$ cat config.mk
export PLATFORM = sky130hd
export DESIGN_NAME = mac_seq_tg_flat
export DESIGN_NICKNAME = d
export VERILOG_FILES = /design/src/rtl/mac_seq_pkg.sv /design/src/rtl/mac_seq_tg_if.sv /design/src/rtl/mac_r4_step.sv /design/src/rtl/mac_seq_tg.sv /design/src/flat_wrapper.sv
export SDC_FILE = /design/constraint.sdc
export NUM_CORES = 1
export LEC_CHECK = 0
export CORE_MARGIN = 2
export CORE_UTILIZATION = 48
export DETAILED_ROUTE_END_ITERATION = 12
export GPL_TIMING_DRIVEN = 0
export PLACE_DENSITY = 0.78
export SLEW_MARGIN = 10
export SYNTH_ARGS = -nofsm -noshare
export SYNTH_HDL_FRONTEND = slang
export SYNTH_SLANG_ARGS = --single-unit
$ cat constraint.sdc
create_clock -name clk -period 2.5 [get_ports clk]
set_input_delay 0.5 -clock clk [delete_from_list [all_inputs] [get_ports clk]]
set_output_delay 0.5 -clock clk [all_outputs]
set_load 0.05 [all_outputs]
$ cat src/rtl/mac_seq_pkg.sv
// mac_seq_pkg: shared types and helpers for the sequential MAC.
//   state_t   : FSM state encoding (IDLE, MULT, ACC, DONE).
//   cnt_width : bits needed to hold the values 0..max_val.
package mac_seq_pkg;

    typedef enum logic [1:0] {
        IDLE = 2'd0,
        MULT = 2'd1,
        ACC  = 2'd2,
        DONE = 2'd3
    } state_t;

    function automatic int cnt_width(input int max_val);
        int w;
        w = 1;
        while ((1 << w) <= max_val) w++;
        return w;
    endfunction

endpackage

$ cat src/rtl/mac_seq_tg_if.sv
// mac_seq_tg_if: operand and result handshakes of the sequential MAC.
//   g_input/e_input/clear/in_valid -> block, in_ready <- block
//   o/o_valid/ovf <- block,          o_ready -> block
//   dbg_state <- block (current FSM state, observation only)
// Handshake rule (both channels): a transfer happens on a rising clk edge
// where valid and ready are both 1; the producer holds its data stable
// while valid=1 and ready=0, and the consumer may change ready freely.
interface mac_seq_tg_if
    import mac_seq_pkg::*;
#(
    parameter int N = 8,
    parameter int M = 8,
    parameter int A = N + M + 4
) ();
    logic [N-1:0] g_input;
    logic [M-1:0] e_input;
    logic         clear;
    logic         in_valid;
    logic         in_ready;
    logic [A-1:0] o;
    logic         o_valid;
    logic         o_ready;
    logic         ovf;
    state_t       dbg_state;

    modport slave (
        input  g_input, e_input, clear, in_valid, o_ready,
        output in_ready, o, o_valid, ovf, dbg_state
    );

    modport master (
        output g_input, e_input, clear, in_valid, o_ready,
        input  in_ready, o, o_valid, ovf, dbg_state
    );
endinterface

$ cat src/rtl/mac_r4_step.sv
// mac_r4_step: one radix-4 partial product, d = g * x with x in 0..3,
// built from two AND masks and a shifted add (no multiplier).
//   g : N-bit unsigned multiplicand
//   x : 2-bit multiplier digit
//   d : N+2-bit product
module mac_r4_step #(
    parameter int N = 8
) (
    input  logic [N-1:0] g,
    input  logic [1:0]   x,
    output logic [N+1:0] d
);
    assign d = {2'b00, g & {N{x[0]}}} + {1'b0, g & {N{x[1]}}, 1'b0};
endmodule

$ cat src/rtl/mac_seq_tg.sv
// mac_seq_tg: sequential radix-4 multiply-accumulate.
// Multiplies g_input by e_input two multiplier bits per cycle, then adds
// (or, with clear=1, loads) the product into the accumulator.
//   clk, rst : clock, asynchronous active-high reset
//   bus      : mac_seq_tg_if.slave (operand and result handshakes)
// Optional build macro: MAC_SAT_EN -- saturate the accumulator to all
// ones on overflow instead of wrapping. ovf is sticky in both builds.
module mac_seq_tg
    import mac_seq_pkg::*;
#(
    parameter int N = 8,
    parameter int M = 8,
    parameter int A = N + M + 4
) (
    input  logic clk,
    input  logic rst,
    mac_seq_tg_if.slave bus
);
    localparam int            KW     = cnt_width(M / 2);
    localparam logic [KW-1:0] K_LAST = KW'(M / 2);

    state_t          state_q, state_d;
    logic [N-1:0]    g_q, g_d;
    logic [M-1:0]    e_q, e_d;
    logic            clr_q, clr_d;
    logic [KW-1:0]   k_q, k_d;
    logic [N+1:0]    dq_q, dq_d;
    logic [N+M-1:0]  p_q, p_d;
    logic [A-1:0]    acc_q, acc_d;
    logic            ovf_q, ovf_d;
    logic            in_ready_q, in_ready_d;
    logic            o_valid_q, o_valid_d;

    logic [N+1:0]    step_d;
    logic [N+1:0]    hi_sum;
    logic [N+M+1:0]  p_wide;
    logic [A:0]      acc_sum;

    // e_q shifts right two bits per step, so the current digit is always e_q[1:0].
    mac_r4_step #(.N(N)) u_step (
        .g (g_q),
        .x (e_q[1:0]),
        .d (step_d)
    );

    // The partial product is registered (dq_q) so the AND/shift network and
    // the N+2-bit adder sit in separate cycles. MULT therefore lasts M/2+1
    // cycles: k=0 only forms digit 0, k=M/2 only folds in the last digit.
    // The digit enters the top N+2 bits and the whole P shifts right by 2,
    // so digit j ends up weighted by 4^j.
    assign hi_sum  = {2'b00, p_q[N+M-1:M]} + dq_q;
    assign p_wide  = {hi_sum, p_q[M-1:0]};
    assign acc_sum = {1'b0, acc_q} + (A + 1)'(p_q);

    always_comb begin
        state_d = state_q;
        g_d     = g_q;
        e_d     = e_q;
        clr_d   = clr_q;
        k_d     = k_q;
        dq_d    = dq_q;
        p_d     = p_q;
        acc_d   = acc_q;
        ovf_d   = ovf_q;
        case (state_q)
            IDLE: begin
                if (bus.in_valid) begin
                    g_d     = bus.g_input;
                    e_d     = bus.e_input;
                    clr_d   = bus.clear;
                    p_d     = '0;
                    k_d     = '0;
                    state_d = MULT;
                end
            end
            MULT: begin
                if (k_q != K_LAST) begin
                    dq_d = step_d;
                    e_d  = e_q >> 2;
                    k_d  = k_q + KW'(1);
                end
                if (k_q != '0) begin
                    p_d = p_wide[N+M+1:2];
                end
                if (k_q == K_LAST) begin
                    state_d = ACC;
                end
            end
            ACC: begin
                if (clr_q) begin
                    acc_d = A'(p_q);
                    ovf_d = 1'b0;
                end else begin
                    ovf_d = ovf_q | acc_sum[A];
`ifdef MAC_SAT_EN
                    acc_d = acc_sum[A] ? '1 : acc_sum[A-1:0];
`else
                    acc_d = acc_sum[A-1:0];
`endif
                end
                state_d = DONE;
            end
            DONE: begin
                if (bus.o_ready) begin
                    state_d = IDLE;
                end
            end
            default: state_d = IDLE;
        endcase
        // Outputs are registered from the next state so they align with state_q.
        in_ready_d = (state_d == IDLE);
        o_valid_d  = (state_d == DONE);
    end

    always_ff @(posedge clk or posedge rst) begin
        if (rst) begin
            state_q    <= IDLE;
            g_q        <= '0;
            e_q        <= '0;
            clr_q      <= 1'b0;
            k_q        <= '0;
            dq_q       <= '0;
            p_q        <= '0;
            acc_q      <= '0;
            ovf_q      <= 1'b0;
            in_ready_q <= 1'b1;
            o_valid_q  <= 1'b0;
        end else begin
            state_q    <= state_d;
            g_q        <= g_d;
            e_q        <= e_d;
            clr_q      <= clr_d;
            k_q        <= k_d;
            dq_q       <= dq_d;
            p_q        <= p_d;
            acc_q      <= acc_d;
            ovf_q      <= ovf_d;
            in_ready_q <= in_ready_d;
            o_valid_q  <= o_valid_d;
        end
    end

    assign bus.in_ready  = in_ready_q;
    assign bus.o         = acc_q;
    assign bus.o_valid   = o_valid_q;
    assign bus.ovf       = ovf_q;
    assign bus.dbg_state = state_q;

endmodule
$ cat src/flat_wrapper.sv
// flat-port wrapper written by rule: the top's interface ports become plain ports
module mac_seq_tg_flat import mac_seq_pkg::*;
#(
    parameter int N = 8,
    parameter int M = 8,
    parameter int A = N + M + 4
)
  (clk, rst, bus_g_input, bus_e_input, bus_clear, bus_in_valid, bus_o_ready, bus_in_ready, bus_o, bus_o_valid, bus_ovf, bus_dbg_state);
  mac_seq_tg_if #(.N(N), .M(M), .A(A)) bus_i ();
  input  logic clk;
  input  logic rst;
  input wire logic [$bits(bus_i.g_input)-1:0] bus_g_input;
  input wire logic [$bits(bus_i.e_input)-1:0] bus_e_input;
  input wire logic [$bits(bus_i.clear)-1:0] bus_clear;
  input wire logic [$bits(bus_i.in_valid)-1:0] bus_in_valid;
  input wire logic [$bits(bus_i.o_ready)-1:0] bus_o_ready;
  output wire logic [$bits(bus_i.in_ready)-1:0] bus_in_ready;
  output wire logic [$bits(bus_i.o)-1:0] bus_o;
  output wire logic [$bits(bus_i.o_valid)-1:0] bus_o_valid;
  output wire logic [$bits(bus_i.ovf)-1:0] bus_ovf;
  output wire logic [$bits(bus_i.dbg_state)-1:0] bus_dbg_state;
  assign bus_i.g_input = bus_g_input;
  assign bus_i.e_input = bus_e_input;
  assign bus_i.clear = bus_clear;
  assign bus_i.in_valid = bus_in_valid;
  assign bus_i.o_ready = bus_o_ready;
  assign bus_in_ready = bus_i.in_ready;
  assign bus_o = bus_i.o;
  assign bus_o_valid = bus_i.o_valid;
  assign bus_ovf = bus_i.ovf;
  assign bus_dbg_state = bus_i.dbg_state;
  mac_seq_tg #(.N(N), .M(M), .A(A)) u_core (.clk(clk), .rst(rst), .bus(bus_i));
endmodule
# After elaboration in Yosys (flattened, before gate mapping)
# Index checks and enable logic that the tools add are counted.
totals:
  elab_cells: 50
  out_inout_bits: 25
  input_bits: 21
  ff_bits: 71
classes:
  mux: 15
  n_addsub: 4
  reduce_logical: 8
  bitwise: 3
  n_eq_ne: 9
op_table:
  columns: ["operator", "n"]
  rows:
  - ["$mux W16", 2]
  - ["$pmux W16 S2", 1]
  - ["$add A20 B16 Y21", 1]
  - ["$mux W20", 1]
  - ["$and A8 B8 Y8", 2]
  - ["$mux W8", 2]
  - ["$pmux W8 S2", 1]
  - ["$add A8 B10 Y10", 1]
  - ["$add A8 B9 Y10", 1]
  - ["$pmux W2 S4", 1]
  - ["$eq A2 B2 Y1 const B", 3]
  - ["$mux W2", 3]
  - ["$mux W3", 2]
  - ["$pmux W3 S2", 1]
  - ["$reduce_and A3 Y1", 2]
  - ["$logic_not A2 Y1", 2]
  - ["$ne A2 B1 Y1 const B", 2]
  - ["$reduce_and A2 Y1", 2]
  - ["$add A3 B1 Y3 const B", 1]
  - ["$eq A3 B3 Y1 const B", 1]
  - ["$ne A3 B3 Y1 const B", 1]
  - ["$reduce_bool A3 Y1", 1]
  - ["$eq A2 B1 Y1 const B", 1]
  - ["$ne A2 B2 Y1 const B", 1]
  - ["other kinds (3)", 3]

# Depth between registers and ports, before layout
depth:
  ltp_word: 4
  ltp_mapped: 10
  ltp_nobuf: 10

# Cells and area by module
# A second synthesis with hierarchy kept.
hier_totals:
  hier_cells: 469
  area_unflattened_um2: 4448.0
by_module_without_submodules:
  columns: ["module", "seq_area_each_um2", "instances", "cells_per_inst", "area_per_inst_um2"]
  rows:
  - ["mac_seq_tg", 1778.0, 1, 417, 4043.9]
  - ["mac_r4_step", 0.0, 1, 52, 404.1]

# Worst setup path before layout
# No wires, ideal clock.
synth_path:
  path_kind: "reg2reg"
  start: "register u_core.acc_q[0] (netlist: u_core.bus.o[0])"
  end: "register u_core.acc_q[14] (netlist: u_core.bus.o[14])"
  arrival_time_ns: 2.429
  path_stages_with_launch: 11
  setup_slack_ns: -0.048
  required_time_ns: 2.381
  synth_period_minus_slack_ns: 2.548
  n_path_buf: 0
  setup_ns: 0.119
  cell_sequence: "dfrtp_1 > ha_1 > inv_1 > fa_1 > nor2b_4 > o21ai_4 > a21oi_4 > o21ai_2 > a21o_1 > a311o_1 > o21a_1"
synth_between:
  elab_chain_len: 2
synth_lines:
  columns: ["element", "line", "source"]
  rows:
  - ["start: declaration", "mac_seq_tg.sv:29", "logic [A-1:0] acc_q, acc_d;"]
  - ["start signal: assignment", "mac_seq_tg.sv:124", "acc_q <= '0;"]
  - ["start signal: assignment", "mac_seq_tg.sv:136", "acc_q <= acc_d;"]
  - ["$add A20 B16 Y21", "mac_seq_tg.sv:53", "assign acc_sum = {1'b0, acc_q} + (A + 1)'(p_q);"]
  - ["$mux W20", "mac_seq_tg.sv:90", "if (clr_q) begin"]
# No other way between the ends.
# A chain may end at the register's enable or synchronous reset.

# Worst setup path in the final report
layout_path:
  start: "register u_core.p_q[0]"
  end: "register u_core.acc_q[14] (netlist: u_core.bus.o[14])"
layout_between:
  elab_chain_len: 2
layout_lines:
  columns: ["element", "line", "source"]
  rows:
  - ["start: declaration", "mac_seq_tg.sv:28", "logic [N+M-1:0] p_q, p_d;"]
  - ["start signal: assignment", "mac_seq_tg.sv:135", "p_q <= p_d;"]
  - ["$add A20 B16 Y21", "mac_seq_tg.sv:53", null]
  - ["$mux W20", "mac_seq_tg.sv:90", null]
# No other way between the ends.

==> summary.log <==
qor: setup_path.critical_path.startpoint_type register
qor: power_and_ir_drop.p_per_area 1350 nW/µm²
qor: clock_tree.cts_num_sinks 71
qor: place.placed_cells 642
qor: clock_tree.clkSlewWorstSetupHoldPaths 0.09 ns
qor: route.num_vias 3,712
qor: logic_synthesis.synth_top_area_cell dfrtp_1
qor: finish.nNetsFinal 599
qor: power_and_ir_drop.power 7.17 mW
qor: sta.worst_slack 0.106 ns
qor: setup_path.crit_family compound AO/OA/AOI/OAI gates
qor: route.drt-vias-per-instance 5.64
qor: clock_tree.clk_latency 0.35 ns
qor: clock_tree.cts_resized 0
qor: route.wirelength 10,000 µm
qor: place.dp_worst_setup_slack 0.112 ns
qor: finish.finish.cell_count_without_fillers 658
qor: setup_path.cp_num_buf_inv 1
qor: logic_synthesis.yosys.area.top_type_share 39.0%
qor: global_route.global_route.usage.total 21.0%
qor: die.top_level_ports 46
qor: logic_synthesis.synth.yosys.seq_area_share 39.6%
qor: run.timing.max_cap.violations 0
qor: finish.post_route_cell_area 5300 µm²
qor: power_and_ir_drop.seqPwrFrac 28.9%
qor: global_route.grt_first_pass_wirelength 16,900 µm
qor: die.core_area 9150 µm²
qor: setup_path.worstRegToRegCells 10
qor: setup_path.critical_path_class register to register
qor: global_route.grt_start_max_net_pins 62
qor: finish.areaGrowthSynthToFinish 17.9%
qor: clock_tree.cts_tree built
qor: sta.report.final.hold_viol_count 0
qor: place.routability_congestion_estimate_from_global_placement 0.892
qor: power_and_ir_drop.power.leakage 2.40 nW
qor: logic_synthesis.synth.top_cells.by_area dfrtp_1 (39%), ha_1 (9.2%), nand2_1 (5.9%)
qor: clock_tree.post_cts_setup_driven_buffer_insertion_count 0
qor: logic_synthesis.yosysWarningCount 0
qor: finish.num_antenna_cells 0
qor: finish.fillers 777
qor: power_and_ir_drop.power.clock.fraction 11.9%
qor: route.drt_drc_violations_left 0
qor: clock_tree.htreeDepth 3
qor: route.detail-route-antenna-nets 0
qor: global_route.vias_in_the_first_global_route 3,641
qor: clock_tree.ctsLongestPathBuffers 2
qor: global_route.congestion_overflow_gr 0
qor: route.first_pass_iters 4
qor: die.design.die.area 10,100 µm²
qor: die.num_rows 35
qor: logic_synthesis.syn_area_per_cell 9.26 µm²
qor: place.buffer_ports.inserted 45
qor: die.chipWidth 101 µm
qor: power_and_ir_drop.net-switching-power 3.50 mW
qor: setup_path.maximum_cell_stage_delay_along_the_critical_path 0.42 ns
qor: sta.setup_total_negative_slack 0 ns
qor: sta.worst_slew_margin_rel 59.8%
qor: finish.final_layout_size_suffix_gt1_share 11.5%
qor: route.wl_per_cell 15.2 µm
qor: sta.skew 0.0140 ns
qor: power_and_ir_drop.internal_power 3.67 mW
qor: sta.timing_max_transition_violations_final 0
qor: die.initial_utilization 49.1%
qor: logic_synthesis.async_flop_share 100%
qor: power_and_ir_drop.comb_power_share 59.2%
qor: logic_synthesis.yosysMostFrequentCell nand2_1
qor: global_route.antenna_found_initial 0
qor: logic_synthesis.synth_flop_cell dfrtp_1
qor: power_and_ir_drop.switching_share 48.8%
qor: setup_path.cp.depth 10
qor: route.drtIter0Drc 145
qor: sta.setup_viol 0
qor: die.die_h 101 µm
qor: logic_synthesis.post_synth_most_frequent_cells nand2_1 (71), dfrtp_1 (70), o21ai_0 (38), a21oi_1 (35), ha_1 (33)
qor: setup_path.critical_path.endpoint_type register
qor: place.placed_area 5110 µm²
qor: clock_tree.cts_hold_buf 0
qor: status.status completed
qor: clock_tree.clk_root_buffer_cell clkbuf_8
qor: clock_tree.cts_buffers 9
qor: logic_synthesis.postSynthNetCount 542
qor: logic_synthesis.yosys.cell_types.count 61
qor: logic_synthesis.synth-edff-count 0
qor: sta.period_needed 2.39 ns
qor: worst_hold_path.worstHoldPathType primary input to async pin
qor: setup_path.cp_cell_sequence ha_1 > inv_1 > fa_1 > nor2b_4 > o21ai_4 > a21oi_4 > o21ai_2 > a21o_1 > a311o_1 > o21a_1
qor: logic_synthesis.synthesis.area 4490 µm²
qor: logic_synthesis.postSynthCellCount 485
qor: logic_synthesis.synth_seq_cells 71
qor: setup_path.worst_ep_required_time 2.75 ns
qor: sta.min_period_over_period 95.7%
qor: setup_path.timing.critical_path.fanout_max 5
qor: place.detailed_place_hpwl 7610 µm
qor: sta.grt_setup_unrepaired no
qor: power_and_ir_drop.worst_ir_drop_vdd 0.614 mV
qor: setup_path.critPathArrivalTime 2.64 ns
qor: setup_path.cpMaxStageDelayCell fa_1
qor: sta.max_slew.worst_pin.slew 0.600 ns
qor: sta.clock.fmax 0.418 GHz
==> final cells by class <==
cell class | instances | area, µm² | area share (%)
Clock buffer | 9 | 124 | 2.34
Tap cell | 111 | 139 | 2.62
Buffer | 19 | 83.8 | 1.58
Multi-Input combinational cell | 377 | 2570 | 48.5
Timing Repair Buffer | 46 | 478 | 9.02
Clock inverter | 7 | 55.1 | 1.04
Inverter | 18 | 70.1 | 1.32
Sequential cell | 71 | 1780 | 33.6
==> flip-flops by register name, indices dropped and copies added, names as in the netlist <==
name and count:
u_core.bus.o 20, u_core.p_q 16, u_core.dq_q 10, u_core.e_q 8, u_core.g_q 8, u_core.k_q 3, u_core.bus.dbg_state 2, u_core.bus.in_ready 1
u_core.bus.o_valid 1, u_core.bus.ovf 1, u_core.clr_q 1
==> power groups by stage <==
stage | clock [mW] | combinational (mW) | sequential [mW]
after global routing | 0.929 | 4.69 | 2.14
after global placement | 0 | 4.10 | 2.06
after CTS | 0.881 | 4.25 | 2.07
after floorplan | 0 | 2.66 | 2.54
final | 0.854 | 4.24 | 2.07
after detailed placement | 0 | 4.23 | 2.09
==> path summary, 6_finish.rpt <==
kind / to / from / slack [ns]
worst max-delay path: u_core.bus.o[14]$_DFFE_PP0N_ / u_core.p_q[0]$_DFFE_PP0P_ / 0.11
worst min-delay path: u_core.g_q[0]$_DFFE_PP0P_ / rst / 0.40
worst max register to register: u_core.bus.o[14]$_DFFE_PP0N_ / u_core.p_q[0]$_DFFE_PP0P_ / 0.11
worst min register to register: u_core.dq_q[7]$_DFFE_PP0P_ / u_core.dq_q[7]$_DFFE_PP0P_ / 0.49
max in group asynchronous: u_core.bus.in_ready$_DFF_PP1_ / rst / 1.55
min in group clk: u_core.dq_q[7]$_DFFE_PP0P_ / u_core.dq_q[7]$_DFFE_PP0P_ / 0.49
==> cell families after synthesis <==
kind of cell / synth area share (%)
XOR/XNOR: 3.90
AO/OA/AOI/OAI: 21.3
multiplexers: 4.26
AND/OR/NAND/NOR: 17.1
flip-flops: 39.6
buffers and inverters: 3.37
adder cells (fa/ha/maj): 10.5
==> layer usage <==
layer  track usage, %  share of wire [%]  vias to the layer above
met3             5.34                3.9                       10
met1             25.3                 43                     1771
met5                0                  0                        -
met2             37.3                 51                       94
met4             5.58                1.2                        0
li1                 -                  -                     1837
==> through the flow <==
stage / utilization, % / hold WS (ns)
6_report: 57.9 / 0.398
5_1_grt: 57.9 / 0.380
4_1_cts: 57.8 / 0.379
3_5_place_dp: 55.9 / 0.480
3_3_place_gp: 55.5 / 0.471
2_1_floorplan: - / 0.443
==> placed cells by master (no fill, tap or decap), types with 4 or more instances in the layout <==
| master | synthesis | layout |
|---|---|---|
| and2_1 | 17 | 17 |
| nor2b_1 | 10 | 10 |
| a21oi_1 | 35 | 34 |
| ha_1 | 33 | 33 |
| clkbuf_1 | 7 | 7 |
| a31oi_1 | 6 | 6 |
| a22o_1 | 9 | 9 |
| mux2_2 | 9 | 9 |
| xor2_1 | 7 | 7 |
| buf_2 | 10 | 10 |
| dfrtp_1 | 70 | 68 |
| nor3_1 | 8 | 8 |
| mux2i_1 | 9 | 9 |
| o21ai_1 | 8 | 8 |
| a21o_1 | 12 | 12 |
| clkbuf_8 | 0 | 9 |
| nand2_1 | 71 | 71 |
| inv_1 | 17 | 16 |
| a21oi_2 | 3 | 4 |
| xnor2_1 | 13 | 13 |
| o21ai_0 | 38 | 38 |
| clkdlybuf4s50_1 | 0 | 45 |
| nand3_1 | 10 | 10 |
| nor2_1 | 21 | 21 |
Power figures use the tool's default switching activity.
